## src/rtl/kl_code_pkg.sv

```systemverilog
// KL digit code constants and receiver state encoding, shared by the KL encoder and decoder.
package kl_code_pkg;

    localparam logic [6:0] KL_CODE_0    = 7'b1111110;
    localparam logic [6:0] KL_CODE_1    = 7'b1000000;
    localparam logic [6:0] KL_CODE_2    = 7'b1000001;
    localparam logic [6:0] KL_CODE_3    = 7'b1001001;
    localparam logic [6:0] KL_CODE_4    = 7'b0100011;
    localparam logic [6:0] KL_CODE_5    = 7'b0011101;
    localparam logic [6:0] KL_CODE_6    = 7'b0100101;
    localparam logic [6:0] KL_CODE_7    = 7'b0010011;
    localparam logic [6:0] KL_CODE_8    = 7'b0110110;
    localparam logic [6:0] KL_CODE_9    = 7'b0110111;
    localparam logic [6:0] KL_CODE_TERM = 7'b0000000;

    typedef enum logic [1:0] {
        ST_IDLE    = 2'd0,
        ST_COLLECT = 2'd1,
        ST_OUT     = 2'd2
    } kl_state_t;

endpackage

```

## src/rtl/kl_code_lookup.sv

```systemverilog
// KL codeword classifier: 7-bit code -> {is_digit, is_term, digit}.
// Latency: purely combinational.
// Backpressure: none, no state.
module kl_code_lookup
    import kl_code_pkg::*;
(
    input  logic [6:0] i_code,
    output logic       o_is_digit,
    output logic       o_is_term,
    output logic [3:0] o_digit
);

    always_comb begin
        o_is_digit = 1'b1;
        o_is_term  = 1'b0;
        o_digit    = 4'd0;
        case (i_code)
            KL_CODE_0:    o_digit = 4'd0;
            KL_CODE_1:    o_digit = 4'd1;
            KL_CODE_2:    o_digit = 4'd2;
            KL_CODE_3:    o_digit = 4'd3;
            KL_CODE_4:    o_digit = 4'd4;
            KL_CODE_5:    o_digit = 4'd5;
            KL_CODE_6:    o_digit = 4'd6;
            KL_CODE_7:    o_digit = 4'd7;
            KL_CODE_8:    o_digit = 4'd8;
            KL_CODE_9:    o_digit = 4'd9;
            KL_CODE_TERM: begin
                o_is_digit = 1'b0;
                o_is_term  = 1'b1;
            end
            default:      o_is_digit = 1'b0;
        endcase
    end

endmodule

```

## src/rtl/kl_code_decoder_rx.sv

```systemverilog
// KL code receiver: assembles up to DIGITS decoded digits into one BCD word (optional KL_ERRCNT_EN error counter).
// Latency: word valid one cycle after the accept of its last digit or TERM.
// Backpressure: in_ready low while a completed word waits for out_ready.
module kl_code_decoder_rx
    import kl_code_pkg::*;
#(
    parameter int DIGITS = 4
) (
    input  logic                  clk,
    input  logic                  reset,
    input  logic [6:0]            in_code,
    input  logic                  in_valid,
    output logic                  in_ready,
    output logic [4*DIGITS-1:0]   out_bcd,
    output logic [3:0]            out_count,
    output logic                  out_valid,
    input  logic                  out_ready,
    output logic                  out_err
`ifdef KL_ERRCNT_EN
    ,
    output logic [7:0]            err_count
`endif
);

    localparam int W = 4 * DIGITS;

    kl_state_t      r_state;
    logic [W-1:0]   r_acc;
    logic [3:0]     r_cnt;
    logic [W-1:0]   r_out_bcd;
    logic [3:0]     r_out_count;
    logic           r_out_valid;
    logic           r_out_err;

    logic           w_is_digit;
    logic           w_is_term;
    logic [3:0]     w_digit;
    logic           w_accept;
    logic           w_invalid;
    logic [W-1:0]   w_acc_shift;
    logic [3:0]     w_cnt_inc;

    kl_code_lookup u_lookup (
        .i_code     (in_code),
        .o_is_digit (w_is_digit),
        .o_is_term  (w_is_term),
        .o_digit    (w_digit)
    );

    assign in_ready    = (r_state != ST_OUT);
    assign w_accept    = in_valid & in_ready;
    assign w_invalid   = w_accept & ~w_is_digit & ~w_is_term;
    // Shift left by one digit; for DIGITS==1 the shift empties the word, leaving only the new digit.
    assign w_acc_shift = (r_acc << 4) | W'(w_digit);
    assign w_cnt_inc   = r_cnt + 4'd1;

    always_ff @(posedge clk or posedge reset) begin
        if (reset) begin
            r_state     <= ST_IDLE;
            r_acc       <= '0;
            r_cnt       <= 4'd0;
            r_out_bcd   <= '0;
            r_out_count <= 4'd0;
            r_out_valid <= 1'b0;
            r_out_err   <= 1'b0;
        end else begin
            r_out_err <= 1'b0;
            case (r_state)
                ST_IDLE, ST_COLLECT: begin
                    if (w_accept) begin
                        if (w_is_digit) begin
                            r_acc <= w_acc_shift;
                            r_cnt <= w_cnt_inc;
                            if (w_cnt_inc == 4'(DIGITS)) begin
                                r_state     <= ST_OUT;
                                r_out_bcd   <= w_acc_shift;
                                r_out_count <= w_cnt_inc;
                                r_out_valid <= 1'b1;
                            end else begin
                                r_state <= ST_COLLECT;
                            end
                        end else if (w_is_term) begin
                            // TERM on an empty word is a no-op.
                            if (r_cnt != 4'd0) begin
                                r_state     <= ST_OUT;
                                r_out_bcd   <= r_acc;
                                r_out_count <= r_cnt;
                                r_out_valid <= 1'b1;
                            end
                        end else begin
                            r_out_err <= 1'b1;
                            r_acc     <= '0;
                            r_cnt     <= 4'd0;
                            r_state   <= ST_IDLE;
                        end
                    end
                end
                ST_OUT: begin
                    if (out_ready) begin
                        r_out_valid <= 1'b0;
                        r_acc       <= '0;
                        r_cnt       <= 4'd0;
                        r_state     <= ST_IDLE;
                    end
                end
                default: r_state <= ST_IDLE;
            endcase
        end
    end

    assign out_bcd   = r_out_bcd;
    assign out_count = r_out_count;
    assign out_valid = r_out_valid;
    assign out_err   = r_out_err;

`ifdef KL_ERRCNT_EN
    logic [7:0] r_err_count;

    always_ff @(posedge clk or posedge reset) begin
        if (reset) begin
            r_err_count <= 8'd0;
        end else if (w_invalid && (r_err_count != 8'hFF)) begin
            r_err_count <= r_err_count + 8'd1;
        end
    end

    assign err_count = r_err_count;
`endif

endmodule

```

## config.mk

```make
export PLATFORM = sky130hd
export DESIGN_NAME = kl_code_decoder_rx
export DESIGN_NICKNAME = d
export VERILOG_FILES = /design/src/rtl/kl_code_pkg.sv /design/src/rtl/kl_code_lookup.sv /design/src/rtl/kl_code_decoder_rx.sv
export SDC_FILE = /design/constraint.sdc
export NUM_CORES = 1
export LEC_CHECK = 0
export CELL_PAD_IN_SITES_DETAIL_PLACEMENT = 1
export CELL_PAD_IN_SITES_GLOBAL_PLACEMENT = 1
export CORE_MARGIN = 4
export CORE_UTILIZATION = 44
export CTS_BUF_LIST = sky130_fd_sc_hd__clkbuf_8
export DETAILED_ROUTE_END_ITERATION = 8
export HOLD_SLACK_MARGIN = 0.02
export PLACE_DENSITY_LB_ADDON = 0.15
export SETUP_SLACK_MARGIN = 0.02
export SLEW_MARGIN = 10
export SYNTH_ARGS = -nofsm -noshare
export SYNTH_HDL_FRONTEND = slang
export SYNTH_SLANG_ARGS = --single-unit
```

## constraint.sdc

```tcl
create_clock -name clk -period 2.2 [get_ports clk]
set_input_delay 0.22 -clock clk [delete_from_list [all_inputs] [get_ports clk]]
set_output_delay 0.22 -clock clk [all_outputs]
set_load 0.01 [all_outputs]
```

After elaboration in Yosys (flattened, before gate mapping):

Cells that the tools add are included.

* input bits: 11
* output and inout port bits: 23
* logic and storage cells: 83
* register bits after elaboration: 44

* add/sub/neg operators: 1
* reductions and logical operators: 12
* bitwise operators: 2
* muxes and demuxes: 39
* equal/unequal tests: 22

Operator list (number)
* 2-to-1 mux 16 bit: 8
* one-hot mux 4 bit (9 select lines): 1
* 2-to-1 mux 4 bit: 8
* one-hot mux 16 bit (2 select lines): 1
* == test 7 x 6 -> 1 bit (second input constant): 4
* == test 7 bit (second input constant): 4
* bitwise OR 16 x 4 -> 16 bit: 1
* == test 7 x 5 -> 1 bit (second input constant): 2
* 2-to-1 mux 1 bit: 12
* 2-to-1 mux 2 bit: 6
* OR reduction 10 bit: 1
* inequality test 2 bit (second input constant): 4
* one-hot mux 4 bit (2 select lines): 1
* logical NOT 7 bit: 1
* inequality test 3 x 2 -> 1 bit (second input constant): 2
* AND reduction 6 bit: 1
* nonzero test 2 bit: 3
* AND reduction 5 bit: 1
* adder 4 x 1 -> 4 bit (second input constant): 1
* == test 4 x 3 -> 1 bit (second input constant): 1
* inequality test 4 x 3 -> 1 bit (second input constant): 1
* one-hot mux 2 bit (2 select lines): 1
* AND reduction 4 bit: 1
* nonzero test 4 bit: 1
* 9 further kinds: 9

Depth between registers and ports, before layout:

Gate-level depths: netlist of run 1.

* word-level depth: 6
* mapped depth: 10
* gate-level depth less buffers: 8

By module:

Synthesis of run 1 repeated with hierarchy kept, for this count alone.

* cell total of the unflattened synthesis: 192
* area total of the unflattened synthesis: 2327.2 um^2

Modules (own cells, without submodules)
* kl_code_decoder_rx: times used 1, cells an instance 151, area each 2074.5 um^2, sequential area each 1101.1 um^2
* kl_code_lookup: times used 1, cells an instance 41, area each 252.7 um^2, sequential area each 0.0 um^2

Worst setup path before layout of run 1:

Ideal clock, no wire load.

* path type: input port to flip-flop
* from: input in_code[5]
* to: register r_out_bcd[10], in the netlist out_bcd[10]
* stages: 8
* arrival time: 2048 ps
* path buffers: 2
* setup slack: 27 ps
* library setup time: 125 ps
* data required time: 2075 ps
* cell sequence: buf_2 or4_4 o22ai_2 nor2_4 inv_2 buf_4 mux2_2 mux2_2

* word-level cells in the longest chain between the ends: 5

RTL lines
* start, declared: line kl_code_decoder_rx.sv:11 `input logic [6:0] in_code,`
* == test 7 bit, or another cell as far along: line kl_code_lookup.sv:17 `case (i_code)`
* OR reduction 10 bit (no line)
* 2-to-1 mux 1 bit: line kl_code_lookup.sv:17
* inequality test 2 bit (no line) or nonzero test 2 bit (tied branches)
* AND reduction 5 bit (no line)
* end signal, assigned: line kl_code_decoder_rx.sv:76 `r_out_bcd <= w_acc_shift;`
* end signal, assigned: line kl_code_decoder_rx.sv:86 `r_out_bcd <= r_acc;`
* end, declared: line kl_code_decoder_rx.sv:30 `logic [W-1:0] r_out_bcd;`

Parallel ways exist; a longest one is shown, timed or not.
A chain may end at the register's enable or synchronous reset.

Worst setup path in the final report of run 1:

* from: input in_code[6]
* to: register r_out_bcd[12], in the netlist out_bcd[12]

Same word-level chain as after synthesis.

==> results.json, run 1 <==
{
  "max_slew_margin_pct": 62.9,
  "fmax_mhz": 499,
  "vias_per_cell": 5.48,
  "first_global_vias": 1973,
  "netlist_area_mm2": 0.00225,
  "status": "finished, final reports clean",
  "critPathCaptureType": "flop",
  "finClkSkew_ns": 0.00523,
  "vias": 1785,
  "crit_fanout": 6,
  "final_cells": 326,
  "period_needed_ns": 2.01,
  "rows": 25,
  "drtPass1Iterations": 4,
  "clkLatencyLatePin_ns": 0.30,
  "yosys_warnings": 0,
  "final_cell_mix": "dfrtp_1 (44), buf_4 (29), clkdlybuf4s50_1 (28), mux2_2 (27), a22o_1 (16)",
  "p_per_area_mw_per_mm2": 501,
  "grt_pass1_wl_mm": 9.93,
  "die-area_mm2": 0.00633,
  "worstPathRequired_ns": 2.38,
  "worst-endpoint-arrival_ns": 2.19,
  "slowest_stage": "clkdlybuf4s50_1",
  "antenna_found_initial": 0,
  "fin_util_pct": 61.8,
  "drt_wl_total_mm": 5.79,
  "num_antenna_cells": 0,
  "hold_viol_final": 0,
  "synth_edf_count": 0,
  "dp_hpwl_mm": 4.25,
  "ys_top_cells_by_area": "dfrtp_1 (49%), mux2_2 (14%), a22o_1 (6.2%)",
  "drtAntennaViolNets": 0,
  "tightestPinTransition_ns": 0.556,
  "grt_max_degree": 45,
  "htree_levels": 2,
  "yosysTopAreaCellShare_pct": 48.9,
  "avgSynthCellArea_um2": 11.5,
  "die_y_um": 79.5,
  "setup_violations": 0,
  "final_cell_area_mm2": 0.00299,
  "clock_path_buffers": 2,
  "min_path_type": "in -> async",
  "fin_nets": 273,
  "dp_slack_ns": -0.413,
  "drive_above_1_share_pct": 31.3,
  "core_mm2": 0.00485,
  "globalRouteTotalUtil_pct": 20.1,
  "ys_types": 44,
  "synthCells": 196,
  "io_buffers": 33,
  "start_util_pct": 46.5,
  "drv_slew": 0,
  "dp_cells": 314,
  "drc": 0,
  "fin_ws_ns": 0.194,
  "final_common_cell": "dfrtp_1",
  "syn_to_final_growth_pct": 32.9,
  "place_area_mm2": 0.00280,
  "cts.clk_slew.worst_paths_ns": 0.08,
  "crit_type": "in -> reg",
  "async_flop_share_pct": 100,
  "tritoncts": "done",
  "cp_cell_sequence": "clkdlybuf4s50_1, buf_4, nor2b_1, nand3_2, o21ai_4, nor2_4, o31ai_4, buf_6, mux2_2",
  "synth_seq_cells": 44,
  "drv_cap": 0,
  "routabilityCongestion": 0.965,
  "cts_buffers": 5,
  "wl_per_cell_um": 17.8,
  "rsz0062_at_grt": "false",
  "overflow": 0,
  "max_stage_delay_ns": 0.45,
  "fp.dieW_um": 79.5,
  "ir_drop_mv": 0.296,
  "seq_area_frac_synth_pct": 48.9,
  "fin_crit_sh_pct": 91.2,
  "synth.largest_area_cell": "dfrtp_1",
  "leakage_uw": 0.00142,
  "drtIter0Drc": 59,
  "startpoint_type": "primary input",
  "clock_sinks": 44,
  "yosys_most_used_dff": "dfrtp_1",
  "hold_buffers": 0,
  "fin_setup_tns_ns": 0,
  "io_pins": 34,
  "syn_nets": 210,
  "ctsRootBufferMaster": "clkbuf_8"
}
-- where the power goes --
part           switching, µW  internal, µW
sequential              8.78           820
combinational           98.8          85.2
clock                    271           215
-- layout make-up --
class / count / area [µm²]
fillers: 500 / 1850
well taps: 67 / 83.8
clock buffers: 5 / 68.8
clock inverters: 2 / 12.5
flip-flops and latches: 44 / 1100
repair buffers: 66 / 606
multi-input cells: 129 / 1070
inverters: 13 / 51.3
-- cell usage after synthesis, drive strengths merged (2+ instances only) --
cell type  number
a31oi           4
nand3           9
nor2b           5
nor3            3
mux2i           4
mux2           27
nand4           2
o21ai           9
nand2           9
dfrtp          44
nor2            9
a21boi          2
buf            10
a21oi           6
o31ai           2
ha              3
a22o           16
o21bai          2
and3            2
inv            13
-- repair_timing --
action                                  in CTS  in global routing
endpoints found under the setup margin      16                 35
endpoints found under the hold margin        0                  0
gates cloned                                 1                  0
resized for setup                            8                  9
pin swaps                                    3                  6
setup buffers                                2                  2
-- kinds of logic (layout without fill, tap and decap cells) --
kind of cell,Yosys count,after routing,share of synthesized area (%)
xor gates and xnor gates,2,2,0.778
adders and majority gates,3,3,1.67
and+or+nand+nor,46,46,11.9
DFF,44,44,48.9
muxes,31,31,15.3
buffers and inverters,23,86,5.44
AOI/OAI and AO/OA,47,47,16.1
-- state kept, by name, summed over array words and instances (netlist names) --
register   flops
out_err        1
r_cnt          4
out_count      4
r_acc         16
r_state        2
out_bcd       16
out_valid      1
-- metrics by stage --
stage / total power (µW) / hold WS, ns
after floorplan: 933 / 0.305
after global placement: 1010 / 0.452
after detailed placement: 1020 / 0.481
after CTS: 1510 / 0.399
after global routing: 1580 / 0.440
final: 1500 / 0.383
-- critical path: cells and delay by family --
family / cells / cell delay [ns]
buffers and inverters: 3 / 0.78
AO/OA/AOI/OAI: 2 / 0.45
AND/OR/NAND/NOR: 3 / 0.39
multiplexers: 1 / 0.34
-- worst paths after layout --
kind	start	to	slack, ns	cells past startpoint
min reg2reg	r_state[1]	r_state[0]	0.50	1
max	in_code[6]	out_bcd[12]	0.19	9
min	reset	out_valid	0.38	3
max in group asynchronous	reset	out_bcd[14]	1.44	3
min in group clk	r_state[1]	r_state[0]	0.50	1
max reg2reg	r_cnt[1]	out_bcd[12]	0.31	7
-- layer usage --
metal	share of wire [%]	GRT usage, %	up-vias
li1	-	-	831
met1	44	25.1	911
met5	0	0	-
met3	3.1	3.50	11
met2	51	35.6	32
met4	1.7	5.67	0
Note: power is estimated with default switching activity, not from simulation.
==> inputs of run 2 (changes only) <==
--- a/config.mk
+++ b/config.mk
@@ -13,7 +13,6 @@
 export DETAILED_ROUTE_END_ITERATION = 8
 export HOLD_SLACK_MARGIN = 0.02
 export PLACE_DENSITY_LB_ADDON = 0.15
-export SETUP_SLACK_MARGIN = 0.02
 export SLEW_MARGIN = 10
 export SYNTH_ARGS = -nofsm -noshare
 export SYNTH_HDL_FRONTEND = slang
==> run 2 against run 1 <==
Effect of this change: critical path depth stayed put; worst setup slack improved by 0.0034 ns; largest power group unchanged; register-to-register slack barely moved; first-iteration DRC count increased by 5.1%; critical endpoint unchanged; critical path type unchanged; clock power about the same.
==> results.json, run 2 (synthesized netlist as in run 1, its figures left out) <==
{
  "grt_max_degree": 45,
  "place_area_mm2": 0.00280,
  "final_cell_mix": "dfrtp_1 (44), clkdlybuf4s50_1 (28), buf_4 (28), mux2_2 (27), a22o_1 (16)",
  "finalPower_uw": 1500,
  "fin_nets": 273,
  "first_global_vias": 1986,
  "r2r-start": "r_cnt[1]",
  "reg2reg_depth": 7,
  "crit_fanout": 6,
  "pwr-share-seq_pct": 55.3,
  "ctsRootBufferMaster": "clkbuf_8",
  "dp_hpwl_mm": 4.25,
  "min_path_type": "in -> async",
  "htree_levels": 2,
  "drtAntennaViolNets": 0,
  "grt_pass1_wl_mm": 9.87,
  "drtIter0Drc": 62,
  "io_pins": 34,
  "vias_per_cell": 5.49,
  "hold_viol_final": 0,
  "drc": 0,
  "rows": 25,
  "final_common_cell": "dfrtp_1",
  "fp.dieW_um": 79.5,
  "cts.clk_slew.worst_paths_ns": 0.08,
  "startpoint_type": "primary input",
  "overflow": 0,
  "antenna_found_initial": 0,
  "globalRouteTotalUtil_pct": 20.0,
  "die_y_um": 79.5,
  "drv_slew": 0,
  "route.met2.wl_mm": 2.90,
  "start_util_pct": 46.5,
  "fin_crit_sh_pct": 91.0,
  "combPwrFrac_pct": 12.2,
  "finClkSkew_ns": 0.00463,
  "clock_path_buffers": 2,
  "cts_buffers": 5,
  "clkLatencyLatePin_ns": 0.30,
  "power.internal_uw": 1120,
  "drv_cap": 0,
  "topRoutingLayerUsed": "met4",
  "syn_to_final_growth_pct": 32.8,
  "drt_wl_total_mm": 5.72,
  "p_per_area_mw_per_mm2": 501,
  "period_needed_ns": 2.00,
  "routabilityCongestion": 0.965,
  "fillCellCount": 501,
  "leakage_uw": 0.00142,
  "drtPass1Iterations": 4,
  "tritoncts": "done",
  "multi_input_area_mm2": 0.00106,
  "swShare_pct": 25.3,
  "reg2reg_slack_ns": 0.30,
  "vias": 1789,
  "regArea_mm2": 0.00110,
  "num_antenna_cells": 0,
  "clkPwrFrac_pct": 32.5,
  "fmax_mhz": 499,
  "die-area_mm2": 0.00633,
  "drive_above_1_share_pct": 30.9,
  "fin_util_pct": 61.7,
  "hold_buffers": 0,
  "ir_drop_mv": 0.296,
  "drt-met1-wl_mm": 2.49,
  "reg2reg_to": "out_bcd[12]",
  "wl_met3_um": 184,
  "worst-endpoint-arrival_ns": 2.18,
  "status": "finished, final reports clean",
  "max_slew_margin_pct": 63.2,
  "clock_sinks": 44,
  "critPathCaptureType": "flop",
  "crit_type": "in -> reg",
  "p_sw_uw": 379,
  "io_buffers": 33,
  "worstPathRequired_ns": 2.38,
  "wl_per_cell_um": 17.6,
  "tightestPinTransition_ns": 0.552,
  "final_cell_area_mm2": 0.00299,
  "core_mm2": 0.00485,
  "setup_violations": 0,
  "rsz0062_at_grt": "false"
}
run 2: power by group through the flow:
stage | combinational [µW] | clock, µW | sequential (µW)
4_1_cts | 181 | 504 | 829
5_1_grt | 201 | 549 | 831
3_3_place_gp | 168 | 0 | 844
2_1_floorplan | 87.7 | 0 | 846
6_report | 183 | 487 | 828
3_5_place_dp | 176 | 0 | 845
run 2: final cells by class:
type                    count  share of cell area [%]
clock buffers               5                    2.30
repair buffers             66                    20.4
multi-input cells         129                    35.6
flip-flops and latches     44                    36.8
clock inverters             2                   0.418
well taps                  67                    2.80
inverters                  13                    1.72
run 2: timing repair:
item / CTS / global route
setup endpoints to repair: 15 / 33
pin swaps: 2 / 6
resized for setup: 6 / 11
cloned: 1 / 0
buffers inserted: 2 / 2
run 2: worst max-delay path by stage:
stage,cells past startpoint,from,slack (ns),end
6_report,9,in_code[6],0.20,out_bcd[12]
2_1_floorplan,8,in_code[5],0.03,out_bcd[10]
4_1_cts,9,in_code[1],0.02,out_bcd[11]
3_5_place_dp,9,in_code[5],-0.41,out_bcd[12]
5_1_grt,9,in_code[6],0.07,out_bcd[2]
3_3_place_gp,7,in_code[2],-0.30,out_bcd[3]
run 2: per-stage QoR:
stage	cells	TNS (ns)	hold WS, ns	setup slack, ns
4_1_cts	324	0	0.399	0.0195
3_3_place_gp	314	-8.47	0.452	-0.305
2_1_floorplan	196	0	0.305	0.0274
5_1_grt	326	0	0.440	0.0670
3_5_place_dp	314	-12.09	0.481	-0.413
6_report	326	0	0.380	0.197
run 2: metal layers:
layer	global-route usage [%]	vias to the layer above
met5	0	-
met3	3.61	15
met1	24.8	910
met4	6.53	0
met2	34.9	34
li1	-	830
run 2: critical path: stages:
cell,delay [ns]
clkdlybuf4s50_1,0.43
buf_4,0.15
nor2b_1,0.19
nand3_2,0.12
o21ai_4,0.12
nor2_4,0.08
o31ai_4,0.34
buf_6,0.19
mux2_2,0.34
==> inputs of run 3 (changes only) <==
--- a/config.mk
+++ b/config.mk
@@ -5,10 +5,10 @@
 export SDC_FILE = /design/constraint.sdc
 export NUM_CORES = 1
 export LEC_CHECK = 0
+export ABC_AREA = 1
 export CELL_PAD_IN_SITES_DETAIL_PLACEMENT = 1
 export CELL_PAD_IN_SITES_GLOBAL_PLACEMENT = 1
-export CORE_MARGIN = 4
-export CORE_UTILIZATION = 44
+export CORE_UTILIZATION = 41
 export CTS_BUF_LIST = sky130_fd_sc_hd__clkbuf_8
 export DETAILED_ROUTE_END_ITERATION = 8
 export HOLD_SLACK_MARGIN = 0.02
==> run 3 against run 2 <==
Effect of this change: clock power up 37%; core utilization down 8.3 points; die area down 1.7%; combinational power up 46%; fmax up 9.1%; synthesized cell count up 68%; highest routed layer unchanged.
==> results.json, run 3 <==
{
  "status": "finished, final reports clean",
  "antenna_found_initial": 0,
  "clkLatencyLatePin_ns": 0.30,
  "io_pins": 34,
  "netlist_area_mm2": 0.00242,
  "io_buffers": 33,
  "drt_wl_total_mm": 6.22,
  "max_stage_delay_ns": 0.55,
  "cts_buffers": 5,
  "synth_seq_cells": 44,
  "drv_cap": 0,
  "startpoint_type": "primary input",
  "regArea_mm2": 0.00110,
  "cts_setup_buffers": 0,
  "leakage_uw": 0.00154,
  "num_antenna_cells": 0,
  "core_mm2": 0.00561,
  "fp.dieW_um": 78.9,
  "drive_above_1_share_pct": 9.78,
  "reg2reg_slack_ns": 0.47,
  "p_per_area_mw_per_mm2": 598,
  "die-area_mm2": 0.00622,
  "cts.clk_slew.worst_paths_ns": 0.09,
  "cts_resized": 0,
  "hold_viol_final": 0,
  "start_util_pct": 43.2,
  "fin_crit_sh_pct": 83.4,
  "ir_drop_mv": 0.318,
  "clock_sinks": 44,
  "final_common_cell": "nand2_1",
  "yosysTopAreaCellShare_pct": 45.5,
  "slowest_stage": "clkdlybuf4s50_1",
  "globalRouteTotalUtil_pct": 22.9,
  "crit_fanout": 9,
  "vias": 2306,
  "synthTopCellsByCount": "nand2_1 (120), nand3_1 (61), dfrtp_1 (44)",
  "worst-endpoint-arrival_ns": 2.04,
  "syn_nets": 343,
  "async_flop_share_pct": 100,
  "period_needed_ns": 1.84,
  "critPathCaptureType": "flop",
  "synth.most_common_cell": "nand2_1",
  "yosys_warnings": 0,
  "cp_common_cell": "nand2_1",
  "min_path_type": "in -> async",
  "die_y_um": 78.9,
  "place_area_mm2": 0.00287,
  "max_slew_margin_pct": 62.0,
  "fillCellCount": 721,
  "synth_edf_count": 0,
  "tritoncts": "done",
  "routabilityCongestion": 0.830,
  "tightestPinTransition_ns": 0.570,
  "crit_buf_inv": 4,
  "drtIter0Drc": 147,
  "fmax_mhz": 545,
  "htree_levels": 2,
  "fin_nets": 381,
  "clock_path_buffers": 2,
  "finClkSkew_ns": 0.00938,
  "fin_hold_ws_ns": 0.363,
  "drc": 0,
  "wl_per_cell_um": 14.1,
  "seq_area_frac_synth_pct": 45.5,
  "multi_input_area_mm2": 0.00113,
  "drv_slew": 0,
  "synthCells": 329,
  "dp_hpwl_mm": 4.42,
  "setup_violations": 0,
  "fin_setup_tns_ns": 0,
  "avgSynthCellArea_um2": 7.36,
  "drtPass1Iterations": 4,
  "yosys_most_used_dff": "dfrtp_1",
  "worstPathRequired_ns": 2.40,
  "cp_cell_sequence": "clkdlybuf4s50_1, inv_2, nand2_1, nor2_1, nand2_1, nand2_1, nor2_2, nand3_2, buf_4, ha_1, inv_1, nand3_1, nand2_1",
  "ys_types": 26,
  "drtAntennaViolNets": 0,
  "grt_pass1_wl_mm": 11.2,
  "ctsRootBufferMaster": "clkbuf_8",
  "ys_top_cells_by_area": "dfrtp_1 (45%), nand2_1 (19%), nand3_1 (13%)",
  "syn_to_final_growth_pct": 23.6,
  "hold_buffers": 0,
  "grt_max_degree": 45,
  "final_cell_area_mm2": 0.00299,
  "rsz0062_at_grt": "false",
  "rows": 27,
  "synth.largest_area_cell": "dfrtp_1",
  "first_global_vias": 2446,
  "fin_util_pct": 53.4,
  "overflow": 0,
  "final_cell_mix": "nand2_1 (120), nand3_1 (61), dfrtp_1 (44), clkdlybuf4s50_1 (33), inv_1 (19)",
  "vias_per_cell": 5.24,
  "crit_type": "in -> reg",
  "cp_top_family": "buffers and inverters"
}
## run 3: area by class of cell
type	count	share of cell area (%)
multi-input cells	243	37.8
flip-flops and latches	44	36.8
repair buffers	48	15.2
inverters	25	3.13
well taps	72	3.01
clock buffers	6	2.76
clock inverters	2	1.30
## run 3: per-stage QoR
stage	worst slack, ns	total power (µW)	std cells
3_3_place_gp	0.0683	1140	432
3_5_place_dp	0.0429	1140	432
4_1_cts	0.365	1810	440
6_report	0.365	1790	440
2_1_floorplan	0.651	1020	329
5_1_grt	0.172	1870	440
## run 3: path summary, 6_finish.rpt
| path | end | cells after the start | start |
|---|---|---|---|
| worst min register to register | out_bcd[1] | 2 | out_bcd[1] |
| worst max-delay path | out_count[0] | 13 | in_code[1] |
| worst min-delay path | out_bcd[4] | 3 | reset |
| max in group asynchronous | r_state[0] | 3 | reset |
| worst max register to register | out_bcd[0] | 9 | r_cnt[0] |
| min in group clk | out_bcd[1] | 2 | out_bcd[1] |
## run 3: report_power, final
group | switching, µW | internal [µW]
combinational | 160 | 107
clock | 293 | 372
sequential | 20.6 | 837
total | 474 | 1320
## run 3: cell families (layout without fill, tap and decap cells)
| kind of cell | Yosys count | in the layout | synth area share (%) |
|---|---|---|---|
| buffers and inverters | 42 | 81 | 7.80 |
| flip-flops | 44 | 44 | 45.5 |
| AND/OR/NAND/NOR | 208 | 208 | 36.7 |
| AO/OA/AOI/OAI | 30 | 30 | 7.80 |
| adder cells (fa/ha/maj) | 3 | 3 | 1.55 |
| XOR/XNOR | 2 | 2 | 0.723 |
## run 3: worst min-delay path, stage by stage
cell and delay [ns]:
clkdlybuf4s50_1 0.40, clkinv_1 0.05, buf_4 0.46
## run 3: metal layers
layer / GRT usage [%] / share of wire, % / vias up
met1: 29.2 / 47 / 1109
li1: - / - / 1136
met2: 40.3 / 49 / 55
met4: 6.18 / 1.1 / 0
met3: 3.56 / 3.1 / 6
met5: 0 / 0 / -
